<file path="src/rtl/norm2_loader.sv">
// rtl/norm2_loader.sv - streams N samples into the norm2 array, starts norm2, returns its result
module norm2_loader #(
    parameter int N  = 1000,
    parameter int AW = 10,
    parameter int DW = 27
) (
    input  logic                 clk,
    input  logic                 rst,

    input  logic                 s_valid,
    input  logic signed [DW-1:0] s_data,
    output logic                 s_ready,

    output logic                 controlArr,
    output logic                 controlArrWEnable_a,
    output logic [AW-1:0]        controlArrAddr_a,
    output logic signed [DW-1:0] controlArrWData_a,

    output logic                 r_enable,
    output logic [63:0]          init_i,
    output logic [63:0]          init_acc,
    input  logic                 w_enable,
    input  logic [63:0]          result,

    output logic                 res_valid,
    input  logic                 res_ready,
    output logic [63:0]          res_data,
    output logic [31:0]          res_cycles
);

    localparam logic [2:0] S_IDLE   = 3'd0;
    localparam logic [2:0] S_LOAD   = 3'd1;
    localparam logic [2:0] S_START  = 3'd2;
    localparam logic [2:0] S_WAIT   = 3'd3;
    localparam logic [2:0] S_RESULT = 3'd4;

    localparam logic [AW-1:0] LAST_IDX = AW'(N - 1);

    logic [2:0]    state;
    logic [AW-1:0] wr_idx;
    logic          loading;
    logic          accept;

    // The host owns the array only while samples are being collected; reset
    // forces the host-owned view so the array is never left with norm2.
    assign loading  = (state == S_IDLE) || (state == S_LOAD);
    assign s_ready  = loading && !rst;
    assign accept   = s_valid && s_ready;

    assign controlArr          = loading || rst;
    assign controlArrWEnable_a = accept;
    assign controlArrAddr_a    = wr_idx;
    assign controlArrWData_a   = s_data;

    // Start pulse is the START state itself, masked while reset is asserted.
    assign r_enable = (state == S_START) && !rst;
    assign init_i   = 64'd0;
    assign init_acc = 64'd0;

    // Main sequencer: load, start, wait for done, hold result until taken.
    always_ff @(posedge clk) begin
        if (rst) begin
            state      <= S_IDLE;
            wr_idx     <= '0;
            res_valid  <= 1'b0;
            res_data   <= 64'd0;
            res_cycles <= 32'd0;
        end else begin
            case (state)
                S_IDLE, S_LOAD: begin
                    if (accept) begin
                        if (wr_idx == LAST_IDX) begin
                            wr_idx <= '0;
                            state  <= S_START;
                        end else begin
                            wr_idx <= wr_idx + 1'b1;
                            state  <= S_LOAD;
                        end
                    end
                end
                S_START: begin
                    res_cycles <= 32'd0;
                    state      <= S_WAIT;
                end
                S_WAIT: begin
                    if (res_cycles != 32'hFFFF_FFFF) begin
                        res_cycles <= res_cycles + 32'd1;
                    end
                    if (w_enable) begin
                        res_data  <= result;
                        res_valid <= 1'b1;
                        state     <= S_RESULT;
                    end
                end
                S_RESULT: begin
                    if (res_ready) begin
                        res_valid <= 1'b0;
                        state     <= S_IDLE;
                    end
                end
                default: begin
                    state     <= S_IDLE;
                    wr_idx    <= '0;
                    res_valid <= 1'b0;
                end
            endcase
        end
    end

endmodule

</file>
<file path="config.mk">
export PLATFORM = sky130hd
export DESIGN_NAME = norm2_loader
export DESIGN_NICKNAME = d
export VERILOG_FILES = /design/src/rtl/norm2_loader.sv
export SDC_FILE = /design/constraint.sdc
export NUM_CORES = 1
export LEC_CHECK = 0
export BUFFER_PORTS_ARGS = -buffer_cell sky130_fd_sc_hd__buf_2
export CELL_PAD_IN_SITES_DETAIL_PLACEMENT = 1
export CELL_PAD_IN_SITES_GLOBAL_PLACEMENT = 1
export CORE_ASPECT_RATIO = 1.5
export CORE_MARGIN = 2
export CORE_UTILIZATION = 30
export CTS_BUF_LIST = sky130_fd_sc_hd__clkbuf_4
export CTS_CLUSTER_DIAMETER = 60
export DETAILED_ROUTE_END_ITERATION = 7
export GPL_TIMING_DRIVEN = 1
export PLACE_DENSITY_LB_ADDON = 0.1
export SETUP_SLACK_MARGIN = 0.15
export SKIP_LAST_GASP = 1
export SLEW_MARGIN = 15
export SYNTH_ARGS = -nofsm -noshare
export SYNTH_HDL_FRONTEND = slang
export SYNTH_SLANG_ARGS = --single-unit
</file>
<file path="constraint.sdc">
create_clock -name clk -period 2.35 [get_ports clk]
set_input_delay 0.1175 -clock clk [delete_from_list [all_inputs] [get_ports clk]]
set_output_delay 0.1175 -clock clk [all_outputs]
set_load 0.01 [all_outputs]
</file>
==> impl_metrics.tcl, run 1 <==
set metrics [dict create \
    cpMostUsedCell "and4_1" \
    critPathSlowestCell "or4_1" \
    die_area_mm2 0.0205 \
    finalHoldViolCount 0 \
    via_count 5579 \
    firstDrtPassIters 4 \
    worst_slew_pin_slew_ps 689 \
    p_clk_share_pct 32.0 \
    p_sw_w 0.000880 \
    fin_crit_sh_pct 90.5 \
    post_drt_wl_per_cell_um 15.1 \
    max-cap-violations 0 \
    p_int_w 0.00235 \
    grt_start_max_net_pins 66 \
    vdd_ir_drop_max_v 0.000185 \
    crit_fanout 25 \
    io_buffers 179 \
    setup_viol 0 \
    synth-edff-count 0 \
    num-nets-final 1066 \
    comb_power_share_pct 9.9 \
    crit_chain "ha_2 > and4_1 > and4_1 > a41o_1 > buf_12 > or4_1 > a21oi_1" \
    start_util_pct 30.4 \
    ys.flop_type "dfxtp_1" \
    drc 0 \
    syn_area_per_cell_um2 7.79 \
    swShare_pct 27.3 \
    ys_ff_latch 110 \
    die_w_um 118 \
    drt_iter0_markers 206 \
    grt_pass1_wl_um 29500 \
    netlist_area_mm2 0.00580 \
    grtUsageTotal_pct 17.7 \
    rsz0062_at_grt "true" \
    area_growth_pct 25.6 \
    async_flop_share_pct 0 \
    dp_hpwl_um 13500 \
    worstSetupStartpointType "flop" \
    clock_latency_ps 500 \
    slew_headroom_pct 54.0 \
    fin_worst_skew_ps 14.6 \
    slew_violations 0 \
    crit_arrival_ps 2560 \
    setup_tns_ps 0 \
    dieHeight_um 174 \
    hold_ws_ps 49.7 \
    endpoint_kind "flop" \
    status "completed" \
    routed_wl_um 18500 \
    seqPwrFrac_pct 58.1 \
    p_total_w 0.00323 \
    cts_inserted_buffers 9 \
    ys.warnings.count 0 \
    cp_slowest_stage_delay_ps 490 \
    grt_overflow 0 \
    criticalPathCategory "reg -> reg" \
    leakage_nw 3.26 \
    cts_tree "done" \
    gp_congestion 0.833 \
    cts_setup_buffers 0 \
    clock-sinks 110 \
    clk_path_buf_depth 2 \
    period_minus_slack_ps 2130 \
    clock-root-buffer "clkbuf_4" \
    ys_seq_area_share_pct 38.0 \
    first_global_vias 5810 \
    synth.area.top_cells "dfxtp_1 38%, buf_4 20%, nand2_1 9.8%, a21oi_1 8.1%, nor2_1 1.9%" \
    pin_count 362 \
    cts.clk_slew.worst_paths_ps 170 \
    cts_max_level 3 \
    hold_class "in -> reg" \
    drive_above_1_share_pct 24.4 \
    via_per_inst 4.53 \
    ys_types 54 \
    fmax_ghz 0.470 \
    final_antenna_net_count 0 \
    required_ps 2780 \
    core-area_mm2 0.0191 \
    synth_top_area_cell "dfxtp_1" \
    power.density_mw_per_mm2 443 \
    netlist_instances 744 \
    rows 62 \
    synth_top_area_share_pct 38.0 \
    antenna_found_initial 1 \
]
[registers in the layout, indices dropped and copies added, names as in the netlist]
register	flops
res_valid	1
state	3
res_cycles	32
res_data	64
controlArrAddr_a	10
[worst max-delay path, delay by kind of cell, from the launching register on]
family                     cells  cell delay [ps]
buffers and inverters          1              180
and+or+nand+nor                3              890
adders and majority gates      1              200
AOI/OAI and AO/OA              2              430
DFF                            1              360
[path summary, 6_finish.rpt]
check	from	end	cells past startpoint	slack, ps
hold / removal	w_enable	state[1]	3	50
setup / recovery	res_cycles[0]	res_cycles[30]	7	220
setup reg to reg	res_cycles[0]	res_cycles[30]	7	220
hold reg to reg	res_data[49]	res_data[49]	2	460
[cells in the mapped netlist (4+ instances only)]
| master | n |
|---|---|
| nor3_1 | 7 |
| nand4_1 | 12 |
| nand3b_1 | 5 |
| buf_4 | 156 |
| dfxtp_1 | 110 |
| and4_1 | 11 |
| nor2b_1 | 5 |
| a21oi_1 | 94 |
| or3_1 | 4 |
| and3_1 | 10 |
| nand3_1 | 18 |
| clkbuf_1 | 26 |
| or4_1 | 8 |
| nand2_1 | 151 |
| a31oi_1 | 6 |
| xor2_1 | 5 |
| o31ai_1 | 8 |
| buf_2 | 5 |
| nor4_1 | 4 |
| o21ai_0 | 5 |
| o21ai_1 | 13 |
| inv_1 | 9 |
| nor2_1 | 30 |
[layout by cell type (no fill, tap or decap), drive strengths merged, types with 2 or more instances in the layout]
cell type / Yosys / final
buf: 163 / 209
nand2: 151 / 151
conb: 1 / 128
dfxtp: 110 / 110
a21oi: 94 / 94
dlygate4sd3: 0 / 66
nor2: 30 / 30
nand3: 18 / 18
o21ai: 18 / 18
nand4: 12 / 12
and4: 11 / 11
inv: 9 / 11
and3: 10 / 10
clkbuf: 26 / 10
o31ai: 8 / 8
or4: 8 / 8
nor3: 8 / 8
a31oi: 6 / 6
nand3b: 5 / 5
xor2: 5 / 5
nor2b: 5 / 5
or3: 4 / 4
nor4: 4 / 4
diode: 0 / 2
nor4b: 2 / 2
nand2b: 2 / 2
o211ai: 2 / 2
o2111ai: 2 / 2
a21o: 2 / 2
nor3b: 2 / 2
a41oi: 2 / 2
o21a: 2 / 2
xnor2: 2 / 2
ha: 2 / 2
clkinv: 0 / 2
[power by group through the flow]
stage / Combinational (W) / Sequential [W] / Clock, W
after global routing: 0.000349 / 0.00188 / 0.00116
after CTS: 0.000311 / 0.00188 / 0.00110
after floorplan: 0.000346 / 0.00191 / 0
final: 0.000320 / 0.00188 / 0.00103
after global placement: 0.000222 / 0.00192 / 0
after detailed placement: 0.000225 / 0.00192 / 0
[cell families after synthesis]
family / synth area share, %
muxes: 0.367
other: 0.0647
DFF: 38.0
buffers and inverters: 23.0
and+or+nand+nor: 22.6
xor gates and xnor gates: 1.06
adders and majority gates: 0.432
AOI/OAI and AO/OA: 14.4
[through the flow]
step                      setup slack (ps)  instances  cell area (um^2)  util, %
final                                  223       1231              7280     38.2
after global placement                 294       1147              6450     33.8
after detailed placement               210       1147              6450     33.8
after global routing                   122       1230              7280     38.2
after CTS                              153       1229              7250     38.0
after floorplan                        332        871              6270        -
[layer usage]
metal  wire length [um]  vias up  GRT usage [%]
met3               1380       36           5.09
met2               9460      210           32.3
met4                514        0           7.93
met5                  0        -              0
li1                   -     2691              -
met1               7180     2642           18.7
[cell type report]
cell class                 instances  area, um^2
fill                            2472       11800
multi-input combinational        563        2760
sequential                       110        2210
timing repair buffer             275        1810
tap                              256         320
clock buffer                      10        75.1
clock inverter                     6        68.8
inverter                           9        33.8
antenna                            2        5.00
[repair_timing]
action | in CTS | in global routing
hold endpoints to repair | 67 | 0
setup endpoints to repair | 0 | 22
hold buffers | 66 | 0
gates resized for setup | 0 | 10
No activity file was read; power rests on OpenSTA's default activity.
==> run 2: changes to the inputs <==
==> constraint.sdc (replaced) <==
create_clock -name clk -period 2.4 [get_ports clk]
set_input_delay 0.12 -clock clk [delete_from_list [all_inputs] [get_ports clk]]
set_output_delay 0.12 -clock clk [all_outputs]
set_load 0.01 [all_outputs]
==> run 2 against run 1 <==
  * Flip-flop and latch count unchanged
  * Clock skew grew 12 ps
  * Combinational power is 3% lower
  * Global-route usage decreased by 0.22 points
  * First-iteration DRC count shrank 39%
  * Highest routed layer is now met5
==> impl_metrics.tcl, run 2 (synthesis results as in run 1) <==
set metrics [dict create \
    status "completed" \
    largest_reg_flops 64 \
    slew_headroom_pct 54.5 \
    sequential_cell_area_mm2 0.00220 \
    grt_pass1_wl_um 29400 \
    fin_worst_skew_ps 26.5 \
    seqPwrFrac_pct 58.1 \
    drive_above_1_share_pct 23.8 \
    dp_hpwl_um 13500 \
    clock_latency_ps 480 \
    comb_power_share_pct 9.8 \
    leakage_nw 3.22 \
    clk_path_buf_depth 2 \
    via_per_inst 4.52 \
    crit_fanout 7 \
    fin_crit_sh_pct 87.5 \
    core-area_mm2 0.0191 \
    rsz0062_at_grt "false" \
    post_drt_wl_per_cell_um 15.1 \
    cts_inserted_buffers 9 \
    crit_chain "and4_1 > and4_2 > or3b_1 > or4_1 > a21oi_1" \
    slew_violations 0 \
    grt_start_max_net_pins 65 \
    grtUsageTotal_pct 17.5 \
    finalHoldViolCount 0 \
    cts.clk_slew.worst_paths_ps 180 \
    firstDrtPassIters 4 \
    clock-sinks 110 \
    worstSetupStartpointType "flop" \
    swShare_pct 27.4 \
    grt_overflow 0 \
    gp_congestion 0.823 \
    criticalPathCategory "reg -> reg" \
    pin_count 362 \
    p_clk_share_pct 32.0 \
    antenna_found_initial 2 \
    crit_family "simple AND/OR/NAND/NOR gates" \
    setup_tns_ps 0 \
    critPathSlowestCell "dfxtp_1" \
    dieHeight_um 174 \
    clock-root-buffer "clkbuf_4" \
    final_antenna_net_count 0 \
    area_growth_pct 24.9 \
    cts_max_level 3 \
    regMostFlops "res_data" \
    vdd_ir_drop_max_v 0.000212 \
    num-nets-final 1061 \
    die_w_um 118 \
    routed_wl_um 18400 \
    p_sw_w 0.000867 \
    cts_setup_buffers 0 \
    layout_commonest_cell "buf_2" \
    regToRegSetupSlack_ps 300 \
    finalCoreUtilization_pct 37.9 \
    io_buffers 179 \
    multi_input_area_mm2 0.00276 \
    drt_iter0_markers 126 \
    power.density_mw_per_mm2 437 \
    start_util_pct 30.4 \
    hold_class "in -> reg" \
    layout_common_cells "179 x buf_2, 150 x nand2_1, 128 x conb_1, 108 x dfxtp_1, 94 x a21oi_1" \
    via_count 5542 \
    worst_slew_pin_slew_ps 683 \
    crit_arrival_ps 2510 \
    p_int_w 0.00229 \
    setup_viol 0 \
    fmax_ghz 0.476 \
    period_minus_slack_ps 2100 \
    first_global_vias 5743 \
    path_buf_inv 0 \
    die_area_mm2 0.0205 \
    endpoint_kind "flop" \
    cts_tree "done" \
    required_ps 2810 \
    max-cap-violations 0 \
    rows 62 \
    cp_slowest_stage_delay_ps 490 \
    drc 0 \
    fillers 2489 \
]
-- run 2: metrics by stage --
stage	instance area (um^2)	total power, W	worst slack, ps	std cells	hold WS [ps]
after global placement	6410	0.00209	286	1142	240
after floorplan	6270	0.00221	382	871	256
final	7240	0.00316	300	1225	61.1
after CTS	7220	0.00323	165	1224	3.60
after detailed placement	6410	0.00209	222	1142	240
after global routing	7240	0.00332	168	1225	29.8
-- run 2: power groups by stage --
| stage | Clock, W | Sequential (W) | Combinational [W] |
|---|---|---|---|
| after detailed placement | 0 | 0.00188 | 0.000218 |
| after global routing | 0.00114 | 0.00184 | 0.000339 |
| after CTS | 0.00109 | 0.00184 | 0.000301 |
| final | 0.00101 | 0.00184 | 0.000311 |
| after floorplan | 0 | 0.00187 | 0.000339 |
| after global placement | 0 | 0.00188 | 0.000214 |
-- run 2: worst reg2reg max path, stage by stage, from the launching register on --
cell and delay (ps):
dfxtp_1 490, and4_1 270, and4_2 330, or3b_1 390, or4_1 410, a21oi_1 150
-- run 2: what timing repair did --
action                     4_1_cts  5_1_grt
gates resized for setup          0        9
setup endpoints to repair        0       17
hold endpoints to repair        67        0
hold buffers                    66        0
-- run 2: per-layer routing --
layer	share of wire, %	vias to the layer above	GRT usage, %
li1	-	2671	-
met1	39	2645	18.8
met2	51	193	31.7
met3	7.4	31	5.84
met4	2.0	2	6.12
met5	0.071	-	0
-- run 2: worst paths after layout --
| path | startpoint | to | depth (start not counted) |
|---|---|---|---|
| worst max-delay path | res_cycles[6] | res_cycles[25] | 5 |
| worst min-delay path | w_enable | state[1] | 3 |
| worst max register to register | res_cycles[6] | res_cycles[25] | 5 |
| worst min register to register | res_data[20] | res_data[20] | 2 |
-- run 2: final cells by class --
class	instances	share of cell area, %
timing repair buffer	270	24.5
antenna	1	0.0346
tap	256	4.42
inverter	9	0.466
multi-input combinational	563	38.1
clock buffer	9	0.933
clock inverter	7	1.09
sequential	110	30.4
==> run 3: changes to the inputs <==
--- a/config.mk
+++ b/config.mk
@@ -15,7 +15,7 @@
 export CTS_CLUSTER_DIAMETER = 60
 export DETAILED_ROUTE_END_ITERATION = 7
 export GPL_TIMING_DRIVEN = 1
-export PLACE_DENSITY_LB_ADDON = 0.1
+export PLACE_DENSITY = 0.81
 export SETUP_SLACK_MARGIN = 0.15
 export SKIP_LAST_GASP = 1
 export SLEW_MARGIN = 15
==> run 3 against run 2 <==
  * Core utilization grew 0.50 points
  * Combinational power grew 3%
  * Via count grew 2.5%
  * Critical path depth grew 2
  * Clock power is essentially flat
  * Largest cell class unchanged
==> impl_metrics.tcl, run 3 (synthesis results as in run 1) <==
set metrics [dict create \
    status "completed" \
    worst_slew_pin_slew_ps 686 \
    hold_ws_ps 240 \
    grt_overflow 0 \
    comb_power_share_pct 10.1 \
    finalHoldViolCount 0 \
    slew_violations 0 \
    via_per_inst 4.59 \
    required_ps 2890 \
    cts.clk_slew.worst_paths_ps 200 \
    path_buf_inv 1 \
    drive_above_1_share_pct 24.2 \
    hold_class "in -> out" \
    worstSetupStartpointType "flop" \
    die_area_mm2 0.0205 \
    cts_max_level 3 \
    clk_path_buf_depth 2 \
    period_minus_slack_ps 2140 \
    routed_wl_um 19700 \
    cts_inserted_buffers 9 \
    power.density_mw_per_mm2 434 \
    cp_slowest_stage_delay_ps 460 \
    cpMostUsedCell "and4_1" \
    fillers 2404 \
    slew_headroom_pct 54.2 \
    drt_iter0_markers 302 \
    core-area_mm2 0.0191 \
    post_drt_wl_per_cell_um 15.9 \
    num-nets-final 1074 \
    antenna_found_initial 2 \
    first_global_vias 5866 \
    grtUsageTotal_pct 18.8 \
    dieHeight_um 174 \
    fin_worst_skew_ps 28.7 \
    largest_reg_flops 64 \
    cts_setup_buffers 0 \
    clock-sinks 110 \
    finalWorstSetupSlack_ps 262 \
    finalCoreUtilization_pct 38.5 \
    pin_count 362 \
    seqPwrFrac_pct 57.6 \
    final_antenna_net_count 0 \
    setup_tns_ps 0 \
    crit_fanout 16 \
    regToRegSetupSlack_ps 260 \
    max-cap-violations 0 \
    layout_commonest_cell "buf_2" \
    clock-root-buffer "clkbuf_4" \
    dp_hpwl_um 13800 \
    via_count 5681 \
    critPathSlowestCell "or4_1" \
    grt_pass1_wl_um 30600 \
    firstDrtPassIters 4 \
    rsz0062_at_grt "false" \
    vdd_ir_drop_max_v 0.000332 \
    area_growth_pct 26.6 \
    pre_cts_ws_ps 257 \
    start_util_pct 30.4 \
    endpoint_kind "flop" \
    clock_latency_ps 540 \
    crit_chain "ha_1 > and4_1 > and4_1 > a41o_2 > buf_12 > or4_1 > a21oi_1" \
    regMostFlops "res_data" \
    criticalPathCategory "reg -> reg" \
    leakage_nw 3.28 \
    drc 0 \
    swShare_pct 28.1 \
    crit_arrival_ps 2630 \
    fmax_ghz 0.468 \
    fin_crit_sh_pct 89.1 \
    cts_tree "done" \
    die_w_um 118 \
    rows 62 \
    p_sw_w 0.000895 \
    layout_common_cells "179 x buf_2, 150 x nand2_1, 128 x conb_1, 110 x dfxtp_1, 94 x a21oi_1" \
    crit_family "simple AND/OR/NAND/NOR gates" \
    grt_start_max_net_pins 65 \
    setup_viol 0 \
    io_buffers 179 \
    gp_congestion 0.873 \
    p_int_w 0.00229 \
    p_clk_share_pct 32.3 \
]
run 3: area by class of cell:
class                      count  area [um^2]  share of cell area [%]
clock buffer                   9         67.6                   0.921
inverter                       9         33.8                   0.460
timing repair buffer         283         1880                    25.6
clock inverter                 7         80.1                    1.09
sequential                   110         2200                    30.0
tap                          256          320                    4.36
multi-input combinational    563         2750                    37.4
antenna                        2         5.00                  0.0682
run 3: per-layer routing:
layer	wire, um	global-route usage (%)	vias up
met5	0	0	-
met2	10300	35.7	268
li1	-	-	2707
met4	674	8.94	0
met1	6860	17.7	2659
met3	1810	6.82	47
run 3: power groups by stage:
stage	clock network [W]	registers (W)	logic, W
after floorplan	0	0.00187	0.000339
after global placement	0	0.00187	0.000219
after detailed placement	0	0.00187	0.000221
after CTS	0.00108	0.00184	0.000307
after global routing	0.00115	0.00184	0.000346
final	0.00103	0.00184	0.000320
run 3: per-stage QoR:
stage | instance area, um^2 | total power (W) | cells
2_1_floorplan | 6270 | 0.00221 | 871
5_1_grt | 7340 | 0.00333 | 1239
3_5_place_dp | 6510 | 0.00209 | 1154
4_1_cts | 7330 | 0.00323 | 1237
6_report | 7340 | 0.00318 | 1239
3_3_place_gp | 6510 | 0.00209 | 1154
run 3: path summary, 6_finish.rpt:
path,startpoint,cells past startpoint,end
hold reg to reg,res_data[21],2,res_data[21]
setup reg to reg,res_cycles[0],7,res_cycles[31]
setup / recovery,res_cycles[0],7,res_cycles[31]
hold / removal,s_data[17],0,controlArrWData_a[17]
run 3: timing repair:
item                                   CTS  global route
hold buffers                            67             0
resized for setup                        0             1
endpoints found under the hold margin   68             0
setup endpoints to repair                0             1
